$ cat config.mk
export PLATFORM = sky130hd
export DESIGN_NAME = adder_axis_split
export DESIGN_NICKNAME = d
export VERILOG_FILES = /design/src/rtl/adder_axis_pkg.sv /design/src/rtl/adder_axis_split_fifo.sv /design/src/rtl/adder_axis_split.sv
export SDC_FILE = /design/constraint.sdc
export NUM_CORES = 1
export LEC_CHECK = 0
export ABC_AREA = 1
export BUFFER_PORTS_ARGS = -buffer_cell sky130_fd_sc_hd__buf_2
export CORE_MARGIN = 1
export CORE_UTILIZATION = 28
export DETAILED_ROUTE_END_ITERATION = 10
export GPL_ROUTABILITY_DRIVEN = 0
export GPL_TIMING_DRIVEN = 0
export PLACE_DENSITY = 0.58
export SYNTH_ARGS = -nofsm -noshare
export SYNTH_HDL_FRONTEND = slang
export SYNTH_SLANG_ARGS = --single-unit
$ cat constraint.sdc
create_clock -name aclk -period 2.85 [get_ports aclk]
set_clock_uncertainty 0.2 [all_clocks]
set_input_delay 0.4275 -clock aclk [delete_from_list [all_inputs] [get_ports aclk]]
set_output_delay 0.4275 -clock aclk [all_outputs]
set_load 0.05 [all_outputs]
$ cat src/rtl/adder_axis_pkg.sv
// Shared definitions for the adder_axis_split block: AXI-Stream width
// derivation and the width of the optional statistics counters.
package adder_axis_pkg;

    // Width of the statistics counters (wrap modulo 2^16)
    localparam int STATS_W = 16;

    // AXI-Stream tdata width: operand sum (ADDER_WIDTH+1 bits) rounded up to whole bytes
    function automatic int axis_width_f(input int adder_width);
        return 8 * ((adder_width + 8) / 8);
    endfunction

endpackage

$ cat src/rtl/adder_axis_split_fifo.sv
// axis_fifo2: two-entry FIFO kept as a head/tail register pair so the head
// register drives the stream output directly. Push is ignored when full and
// pop is ignored when empty; simultaneous push/pop keeps occupancy and order.
module axis_fifo2 #(
    parameter int WIDTH = 16
) (
    input  logic             clk_i,
    input  logic             rst_i,
    input  logic             push_i,
    input  logic [WIDTH-1:0] data_i,
    input  logic             pop_i,
    output logic [WIDTH-1:0] data_o,
    output logic             full_o,
    output logic             empty_o
);

    logic [1:0]       count_q, count_d;
    logic [WIDTH-1:0] head_q, head_d;
    logic [WIDTH-1:0] tail_q, tail_d;
    logic             push_s;
    logic             pop_s;

    assign full_o  = (count_q == 2'd2);
    assign empty_o = (count_q == 2'd0);
    assign data_o  = head_q;
    assign push_s  = push_i & ~full_o;
    assign pop_s   = pop_i & ~empty_o;

    // Next-state of occupancy and head/tail storage for each push/pop combination
    always_comb begin
        count_d = count_q;
        head_d  = head_q;
        tail_d  = tail_q;
        case ({push_s, pop_s})
            2'b10: begin
                count_d = count_q + 2'd1;
                if (count_q == 2'd0) begin
                    head_d = data_i;
                end else begin
                    tail_d = data_i;
                end
            end
            2'b01: begin
                count_d = count_q - 2'd1;
                if (count_q == 2'd2) begin
                    head_d = tail_q;
                end else begin
                    head_d = head_q;
                end
            end
            2'b11: begin
                // Only reachable with one entry: the new word becomes the head
                if (count_q == 2'd1) begin
                    head_d = data_i;
                end else begin
                    head_d = tail_q;
                    tail_d = data_i;
                end
            end
            default: begin
                count_d = count_q;
            end
        endcase
    end

    // State registers; reset empties the FIFO and zeroes the output word
    always_ff @(posedge clk_i) begin
        if (rst_i) begin
            count_q <= 2'd0;
            head_q  <= '0;
            tail_q  <= '0;
        end else begin
            count_q <= count_d;
            head_q  <= head_d;
            tail_q  <= tail_d;
        end
    end

endmodule

$ cat src/rtl/adder_axis_split.sv
// adder_axis_split: splits an input sum S into two addends (ceil/floor halves,
// saturating at the all-ones sum) and streams each on its own AXI-Stream port
// through an independent 2-entry FIFO.
// Optional feature: define ADDER_SPLIT_STATS_EN to add split_cnt_o/sat_cnt_o.
module adder_axis_split
    import adder_axis_pkg::*;
#(
    parameter  int ADDER_WIDTH = 8,
    localparam int AXIS_WIDTH  = axis_width_f(ADDER_WIDTH)
) (
    input  logic                  aclk,
    input  logic                  areset,
    input  logic [AXIS_WIDTH-1:0] data_i_tdata,
    input  logic                  data_i_tvalid,
    output logic                  data_i_tready,
    output logic [AXIS_WIDTH-1:0] data1_o_tdata,
    output logic                  data1_o_tvalid,
    input  logic                  data1_o_tready,
    output logic [AXIS_WIDTH-1:0] data2_o_tdata,
    output logic                  data2_o_tvalid,
    input  logic                  data2_o_tready
`ifdef ADDER_SPLIT_STATS_EN
    ,
    output logic [STATS_W-1:0]    split_cnt_o,
    output logic [STATS_W-1:0]    sat_cnt_o
`endif
);

    logic [ADDER_WIDTH:0]   sum_s;
    logic [ADDER_WIDTH-1:0] half_s;
    logic [ADDER_WIDTH-1:0] d1_s;
    logic [AXIS_WIDTH-1:0]  d1_ext_s;
    logic [AXIS_WIDTH-1:0]  d2_ext_s;
    logic                   sat_s;
    logic                   push_s;
    logic                   full1_s, full2_s;
    logic                   empty1_s, empty2_s;
    logic                   running_q;

    assign sum_s  = data_i_tdata[ADDER_WIDTH:0];
    assign sat_s  = &sum_s;
    assign half_s = sum_s[ADDER_WIDTH:1];

    generate
        if (AXIS_WIDTH > ADDER_WIDTH + 1) begin : g_pad
            logic unused_pad_s;
            assign unused_pad_s = ^data_i_tdata[AXIS_WIDTH-1:ADDER_WIDTH+1];
        end
    endgenerate

    // First addend is the ceiling half; it only overflows for the all-ones sum, where it saturates
    always_comb begin
        if (sat_s) begin
            d1_s = '1;
        end else begin
            d1_s = half_s + {{(ADDER_WIDTH-1){1'b0}}, sum_s[0]};
        end
    end

    assign d1_ext_s = {{(AXIS_WIDTH-ADDER_WIDTH){1'b0}}, d1_s};
    assign d2_ext_s = {{(AXIS_WIDTH-ADDER_WIDTH){1'b0}}, half_s};

    // Ready depends only on registered state, never on the output readies
    assign data_i_tready  = running_q & ~full1_s & ~full2_s;
    assign push_s         = data_i_tvalid & data_i_tready;
    assign data1_o_tvalid = ~empty1_s;
    assign data2_o_tvalid = ~empty2_s;

    // Holds input ready low during reset and for the release edge
    always_ff @(posedge aclk) begin
        if (areset) begin
            running_q <= 1'b0;
        end else begin
            running_q <= 1'b1;
        end
    end

    axis_fifo2 #(.WIDTH(AXIS_WIDTH)) u_fifo1 (
        .clk_i   (aclk),
        .rst_i   (areset),
        .push_i  (push_s),
        .data_i  (d1_ext_s),
        .pop_i   (data1_o_tready),
        .data_o  (data1_o_tdata),
        .full_o  (full1_s),
        .empty_o (empty1_s)
    );

    axis_fifo2 #(.WIDTH(AXIS_WIDTH)) u_fifo2 (
        .clk_i   (aclk),
        .rst_i   (areset),
        .push_i  (push_s),
        .data_i  (d2_ext_s),
        .pop_i   (data2_o_tready),
        .data_o  (data2_o_tdata),
        .full_o  (full2_s),
        .empty_o (empty2_s)
    );

`ifdef ADDER_SPLIT_STATS_EN
    logic [STATS_W-1:0] split_cnt_q;
    logic [STATS_W-1:0] sat_cnt_q;

    assign split_cnt_o = split_cnt_q;
    assign sat_cnt_o   = sat_cnt_q;

    // Count accepted words and saturated splits, wrapping naturally
    always_ff @(posedge aclk) begin
        if (areset) begin
            split_cnt_q <= '0;
            sat_cnt_q   <= '0;
        end else if (push_s) begin
            split_cnt_q <= split_cnt_q + {{(STATS_W-1){1'b0}}, 1'b1};
            sat_cnt_q   <= sat_cnt_q + {{(STATS_W-1){1'b0}}, sat_s};
        end else begin
            split_cnt_q <= split_cnt_q;
            sat_cnt_q   <= sat_cnt_q;
        end
    end
`endif

endmodule

==> key figures, run 1 <==
Clock tree
  – Worst-Skew Late Latency: 0.29 ns
  – CTS resizes: 0
  – Root buf cell: clkbuf_8
  – Clock slew seen by the registers of the worst setup and hold paths: 0.08 ns
  – Post-CTS setup buffers: 0
  – H-Tree Depth: 2
  – Deepest clock path buffer count: 2
  – CTS Buf Count: 5
  – CTS tree: yes
  – CTS Sinks: 37
  – Hold_buf cts: 0

STA
  – Setup TNS: 0 ns
  – F_max: 420 MHz
  – Final hold viol count: 0
  – Final WS setup: 0.468 ns
  – Setup Viol. Count Final: 0
  – RSZ-0062 raised after global routing: false
  – Max-slew violation count: 0
  – Tcrit/Tclk final: 0.836
  – Min cycle time layout: 2.38 ns

Synth
  – Synth Area in Compound Gates: 0.139
  – Post-synthesis adder-cell area fraction: 0.0805
  – Post-synthesis mux area share: 0
  – Seq/Total Area, Yosys: 0.318
  – Post-synthesis async set-or-reset flop share: 0
  – Post-synth EDFFs: 0
  – Warnings, synthesis: 0
  – Post-synthesis simple-gate area fraction: 0.277
  – Synth Instances: 340
  – Synth Flop Type: dfxtp_1
  – Largest family of logic cells by synthesized area: simple AND/OR/NAND/NOR gates
  – Synthesized area: about 0.0023 mm^2
  – Post-Synth XOR/XNOR Area: 0.0113
  – Syn avg cell area: between 6 and 7 um^2
  – Synthesis-stage register bit count: 37
  – Distinct cell type count after synthesis: 32

Power and ir drop
  – Maximum VDD drop: 0.312 mV
  – Power per cell area: 1100 mW/mm^2
  – Comb pwr share: 0.555
  – Psw: around 1500 uW
  – Sw frac: 0.495
  – Leakage dissipation: 0.00148 uW
  – Internal power: 1550 uW
  – Clock share of power: 0.180
  – Flop pwr share: 0.264

Global route
  – Initial antenna violation count: 0
  – GRT Util Overall: 0.129
  – Grt ovf: 0
  – First-pass GRT wire length: just under 9 mm
  – Vias in the first global route: 1990
  – Largest net degree at the start of global routing: 13

Critical path
  – CP Cell Sequence: inv_1 -> ha_1 -> inv_2 -> nand2_1 -> inv_2 -> ha_1 -> o211ai_2 -> inv_2 -> nor2_1 -> nor2_1 -> o21ai_0 -> inv_1
  – Crit path largest cell delay: 0.38 ns
  – Top delay family on crit path: buffers and inverters
  – CP Data Arrival Time: 2.38 ns
  – Kind of critical path: register to register
  – Worst path slowest cell: o211ai_2
  – Buf/Inv on CP: 5
  – Setup crit end kind: register
  – Worst Setup Start Kind: register
  – Most frequent CP cell: inv_2
  – Worst Path Max Fanout: 10
  – CP Data Required Time: 2.84 ns

Placement
  – Port Buffers: 31
  – Post-DP Area: 0.00267 mm^2
  – Setup WS pre-CTS: 0.442 ns
  – Post-DP HPWL: 4.01 mm

Drt
  – Post-DR vias/cell: 4.31
  – Initial DRC count: between 60 and 70
  – WL final: 5.28 mm
  – Antenna Nets Post-Route: 0
  – Via count: 2140
  – Drt pass-1 iters: 4
  – Post-DR wirelength/cell: 10.6 um
  – # DRC: 0

Floorplan
  – Full die area: 0.00869 mm^2
  – Die Y: 93.2 um
  – Row Count: 32
  – Core area: 0.00789 mm^2
  – Initial Util: 0.296
  – Die Wd: ~93 um
  – # IOs: 56

Final layout
  – Post-route design area: 0.00280 mm^2
  – FILL cells: 869
  – Layout Nets: 429
  – Area grow syn2layout: 20.3%
  – Ratio of cells with drive above 1 in the final layout: 0.208
  – Area of the multi-input gates: 0.00124 mm^2
  – N_diodes: 0
  – Sequential cell area: between 700 and 800 um^2

Outcome
  – Status: finished clean

Run
  – Max-cap violations: 0

Min path
  – HP Class: primary input to register
routing by layer:
metal | track usage | wire length [um]
met5 | 0 | 0
met1 | 0.149 | 2500
met2 | 0.235 | 2520
met3 | 0.0211 | 182
met4 | 0.0500 | 78
cells in the mapped netlist, types with 2 or more instances:
cell type | n | area share
nand2_1 | 56 | 0.090
inv_1 | 53 | 0.085
nand3_1 | 38 | 0.082
dfxtp_1 | 37 | 0.32
nor2_1 | 37 | 0.060
a21oi_1 | 27 | 0.058
buf_4 | 17 | 0.055
ha_1 | 15 | 0.081
o21ai_0 | 15 | 0.032
o21ai_1 | 6 | 0.013
inv_2 | 5 | 0.0081
buf_2 | 4 | 0.0086
nand2_2 | 4 | 0.011
buf_6 | 3 | 0.014
xor2_1 | 3 | 0.011
nor2_2 | 2 | 0.0054
nor3_1 | 2 | 0.0043
o211ai_2 | 2 | 0.011
cell families after synthesis:
kind of cell               Yosys count
buffers and inverters               83
DFF                                 37
adders and majority gates           15
and+or+nand+nor                    145
AOI/OAI and AO/OA                   56
xor gates and xnor gates             3
other                                1
sequential cells by signal (all words and copies together), names as in the netlist:
signal and count:
u_fifo1.count_q 2, u_fifo1.tail_q 8, u_fifo2.tail_q 8, running_q 1, u_fifo2.count_q 2, u_fifo1.data_o 8, u_fifo2.data_o 8
stage by stage:
stage	power [uW]	hold WS, ns	utilization	instances
global route	3320	0.248	0.355	496
CTS	3110	0.247	0.355	496
finish	3080	0.245	0.355	496
detailed placement	2550	0.235	0.339	488
global placement	2520	0.230	0.339	488
floorplan	2200	0.224	-	355
worst register-to-register path, delay by kind of cell (launching register included):
kind / cells / cell delay, ns
AOI/OAI and AO/OA: 2 / 0.46
and+or+nand+nor: 3 / 0.33
adders and majority gates: 2 / 0.44
DFF: 1 / 0.34
buffers and inverters: 5 / 0.49
worst paths after layout:
| kind | startpoint | to | slack (ns) | cells after the start |
|---|---|---|---|---|
| worst max-delay path | u_fifo1.count_q[0] | u_fifo1.tail_q[0] | 0.47 | 12 |
| worst min-delay path | areset | u_fifo1.count_q[0] | 0.25 | 2 |
| worst max register to register | u_fifo1.count_q[0] | u_fifo1.tail_q[0] | 0.47 | 12 |
| worst min register to register | u_fifo2.tail_q[0] | u_fifo2.tail_q[0] | 0.25 | 2 |
area by class of cell:
cell class / count / share of cell area
Sequential cell: 37 / 0.264
Timing Repair Buffer: 31 / 0.0553
Multi-Input combinational cell: 235 / 0.444
Inverter: 58 / 0.0776
Tap cell: 102 / 0.0455
Clock inverter: 3 / 0.0232
Buffer: 25 / 0.0660
Clock buffer: 5 / 0.0245
power groups by stage:
stage	sequential [uW]	combinational (uW)	clock, uW
floorplan	1190	1010	0
global route	843	1890	587
CTS	816	1730	567
global placement	822	1700	0
detailed placement	827	1720	0
finish	814	1710	555
placed cells by master (no fill, tap or decap):
master	n
nand3_1	38
o211ai_2	2
o21ai_1	6
buf_2	35
nor2_4	1
nor2_2	2
a21o_1	1
o21ai_2	1
o21ai_4	1
buf_6	3
nand2_2	4
bufinv_16	2
o211ai_1	1
a21oi_1	27
o21ai_0	15
nand3_4	1
ha_1	15
xor2_1	3
nor2_1	37
nand2_1	56
buf_4	17
nand4_1	1
inv_2	5
clkbuf_8	5
nor3_1	2
o21bai_2	1
inv_1	53
o21bai_1	1
nand3b_1	1
dfxtp_1	37
nand3_2	1
conb_1	16
clkbuf_1	1
or2_0	1
clkinv_2	1
(Power assumes the default switching activity.)
==> run 2, diff against run 1 <==
--- a/config.mk
+++ b/config.mk
@@ -12,7 +12,7 @@
 export DETAILED_ROUTE_END_ITERATION = 10
 export GPL_ROUTABILITY_DRIVEN = 0
 export GPL_TIMING_DRIVEN = 0
-export PLACE_DENSITY = 0.58
+export PLACE_DENSITY = 0.6
 export SYNTH_ARGS = -nofsm -noshare
 export SYNTH_HDL_FRONTEND = slang
 export SYNTH_SLANG_ARGS = --single-unit
==> constraint.sdc (replaced) <==
create_clock -name aclk -period 1.9 [get_ports aclk]
set_clock_uncertainty 0.2 [all_clocks]
set_input_delay 0.285 -clock aclk [delete_from_list [all_inputs] [get_ports aclk]]
set_output_delay 0.285 -clock aclk [all_outputs]
set_load 0.05 [all_outputs]
==> run 2 against run 1 <==
The run now ends with negative setup slack left. Worst hold slack got worse by 0.15 ns. Die area is the same. Design area up 20%. Critical path depth is 3 higher. Register-to-register slack worse by 0.62 ns. Via count increased by 5.8%. Non-clock buffer count is 21 higher.
==> key figures, run 2 (synthesized netlist as in run 1, its figures left out) <==
Outcome
  – Status: finished, violations left
  – Failing checks: negative setup slack

STA
  – Tcrit/Tclk final: 1.08
  – Final WS setup: -0.152 ns
  – RSZ-0062 raised after global routing: true
  – Final hold viol count: 0
  – Min cycle time layout: 2.05 ns
  – Setup Viol. Count Final: 31
  – F_max: ~490 MHz
  – Max-slew violation count: 0
  – Setup TNS: -2.77 ns

Final layout
  – Ratio of cells with drive above 1 in the final layout: 0.388
  – Sequential cell area: 746 um^2
  – Non-filler cells, final: 517
  – FILL cells: 813
  – N_diodes: 0
  – Area of the multi-input gates: between 0.0015 and 0.002 mm^2
  – Final Util: 0.426
  – Layout Nets: 450
  – Area grow syn2layout: 44.0%
  – Most common cell after layout, fill and taps aside: nand2_1
  – Most frequent cells in the layout: nand2_1, inv_1, dfxtp_1, buf_2

Global route
  – Grt ovf: 0
  – Largest net degree at the start of global routing: 14
  – First-pass GRT wire length: 9.61 mm
  – GRT Util Overall: 0.139
  – Vias in the first global route: 2095
  – Initial antenna violation count: 0

Clock tree
  – H-Tree Depth: 2
  – Clock slew seen by the registers of the worst setup and hold paths: 0.08 ns
  – Deepest clock path buffer count: 2
  – Root buf cell: clkbuf_8
  – CTS Buf Count: 5
  – CTS tree: yes
  – Worst-Skew Late Latency: about 0.29 ns
  – CTS Sinks: 37

Critical path
  – Setup crit end kind: register
  – CP Data Required Time: 1.93 ns
  – Worst r2r dst: u_fifo2.data_o[6]
  – Worst Path Max Fanout: 5
  – FF-to-FF setup slack: -0.15 ns
  – Worst path slowest cell: dfxtp_2
  – CP Cell Sequence: inv_2 -> ha_4 -> nor2_4 -> nand3_4 -> inv_4 -> ha_4 -> inv_2 -> o21bai_4 -> buf_12 -> nand3_2 -> nand2_1 -> inv_1 -> nand3_2 -> nand2_1 -> nor2_1
  – Crit path largest cell delay: about 0.34 ns
  – Buf/Inv on CP: 5
  – Worst reg2reg startpoint: u_fifo1.count_q[0]
  – Worst Setup Start Kind: register
  – R2R depth: 15
  – Top delay family on crit path: simple AND/OR/NAND/NOR gates
  – Kind of critical path: register to register
  – CP Data Arrival Time: 2.08 ns

Power and ir drop
  – Final Total Pwr: 5440 uW
  – Maximum VDD drop: 0.388 mV
  – Leakage dissipation: roughly 0.0016 uW
  – Power per cell area: 1620 mW/mm^2

Run
  – Max-cap violations: 0

Drt
  – Post-DR vias/cell: 4.38
  – Antenna Nets Post-Route: 0
  – # DRC: 0
  – WL final: 5.83 mm
  – Drt pass-1 iters: 4
  – Post-DR wirelength/cell: 11.3 um
  – Initial DRC count: 46
  – Via count: 2265

Placement
  – Setup WS pre-CTS: -0.286 ns
  – Post-DP HPWL: 4.01 mm
  – Placed Cells incl. Taps: 488
  – Port Buffers: 31

Min path
  – Hold Crit Start: areset
  – Hold Path Sink: u_fifo1.count_q[0]
  – HP Class: primary input to register
  – Hold Path Cell Cnt: 2

Floorplan
  – Core area: 0.00789 mm^2
  – Row Count: 32
  – Die Y: a little over 90 um
  – Die Wd: 93.2 um
  – Initial Util: 0.296
  – # IOs: 56
  – Full die area: 0.00869 mm^2
==> run 2: area by class of cell <==
type / count / area share
plain buffers: 25 / 0.0600
clock buffers: 5 / 0.0205
clock inverters: 3 / 0.0138
multi-input cells: 235 / 0.462
repair buffers: 52 / 0.111
inverters: 58 / 0.0731
flip-flops and latches: 37 / 0.222
well taps: 102 / 0.0380
==> run 2: routing by layer <==
| metal | track usage | share of wire | vias up |
|---|---|---|---|
| met5 | 0 | 0 | - |
| met4 | 0.0346 | 0.010 | 0 |
| met3 | 0.0301 | 0.043 | 6 |
| met2 | 0.244 | 0.49 | 49 |
| met1 | 0.171 | 0.45 | 1022 |
| li1 | - | - | 1188 |
==> run 2: worst reg2reg max path: stages, from the launching register on <==
cell      delay [ns]
dfxtp_2         0.34
inv_2           0.06
ha_4            0.16
nor2_4          0.12
nand3_4         0.14
inv_4           0.09
ha_4            0.14
inv_2           0.04
o21bai_4        0.21
buf_12          0.14
nand3_2         0.06
nand2_1         0.07
inv_1           0.04
nand3_2         0.05
nand2_1         0.05
nor2_1          0.08
==> run 2: worst max-delay path by stage <==
stage	start	to	cells after the start	slack, ns
4_1_cts	u_fifo1.count_q[0]	u_fifo2.data_o[6]	14	-0.11
3_5_place_dp	u_fifo2.count_q[0]	u_fifo2.tail_q[6]	10	-0.29
3_3_place_gp	u_fifo2.count_q[0]	u_fifo1.tail_q[1]	12	-0.23
6_report	u_fifo1.count_q[0]	u_fifo2.data_o[6]	15	-0.15
5_1_grt	u_fifo1.count_q[0]	u_fifo2.data_o[6]	15	-0.25
2_1_floorplan	u_fifo1.count_q[1]	u_fifo1.data_o[4]	13	-0.06
==> run 2: through the flow <==
step,cell area (um^2),hold slack [ns]
global route,3360,0.108
detailed placement,2800,0.235
finish,3360,0.0989
global placement,2800,0.230
CTS,3110,0.0954
floorplan,2510,0.224
==> run 2: report_power, final <==
| part | switching, uW | internal [uW] |
|---|---|---|
| Clock | 311 | 393 |
| Combinational | 2220 | 1250 |
| Sequential | 170 | 1090 |
| Total | 2700 | 2740 |
==> run 2: repair_timing <==
item / CTS / global route
pin swaps: 18 / 14
hold buffers: 0 / 0
setup buffers: 11 / 8
cloned: 2 / 0
hold endpoints to repair: 0 / 0
setup endpoints to repair: 32 / 33
resized for setup: 41 / 38
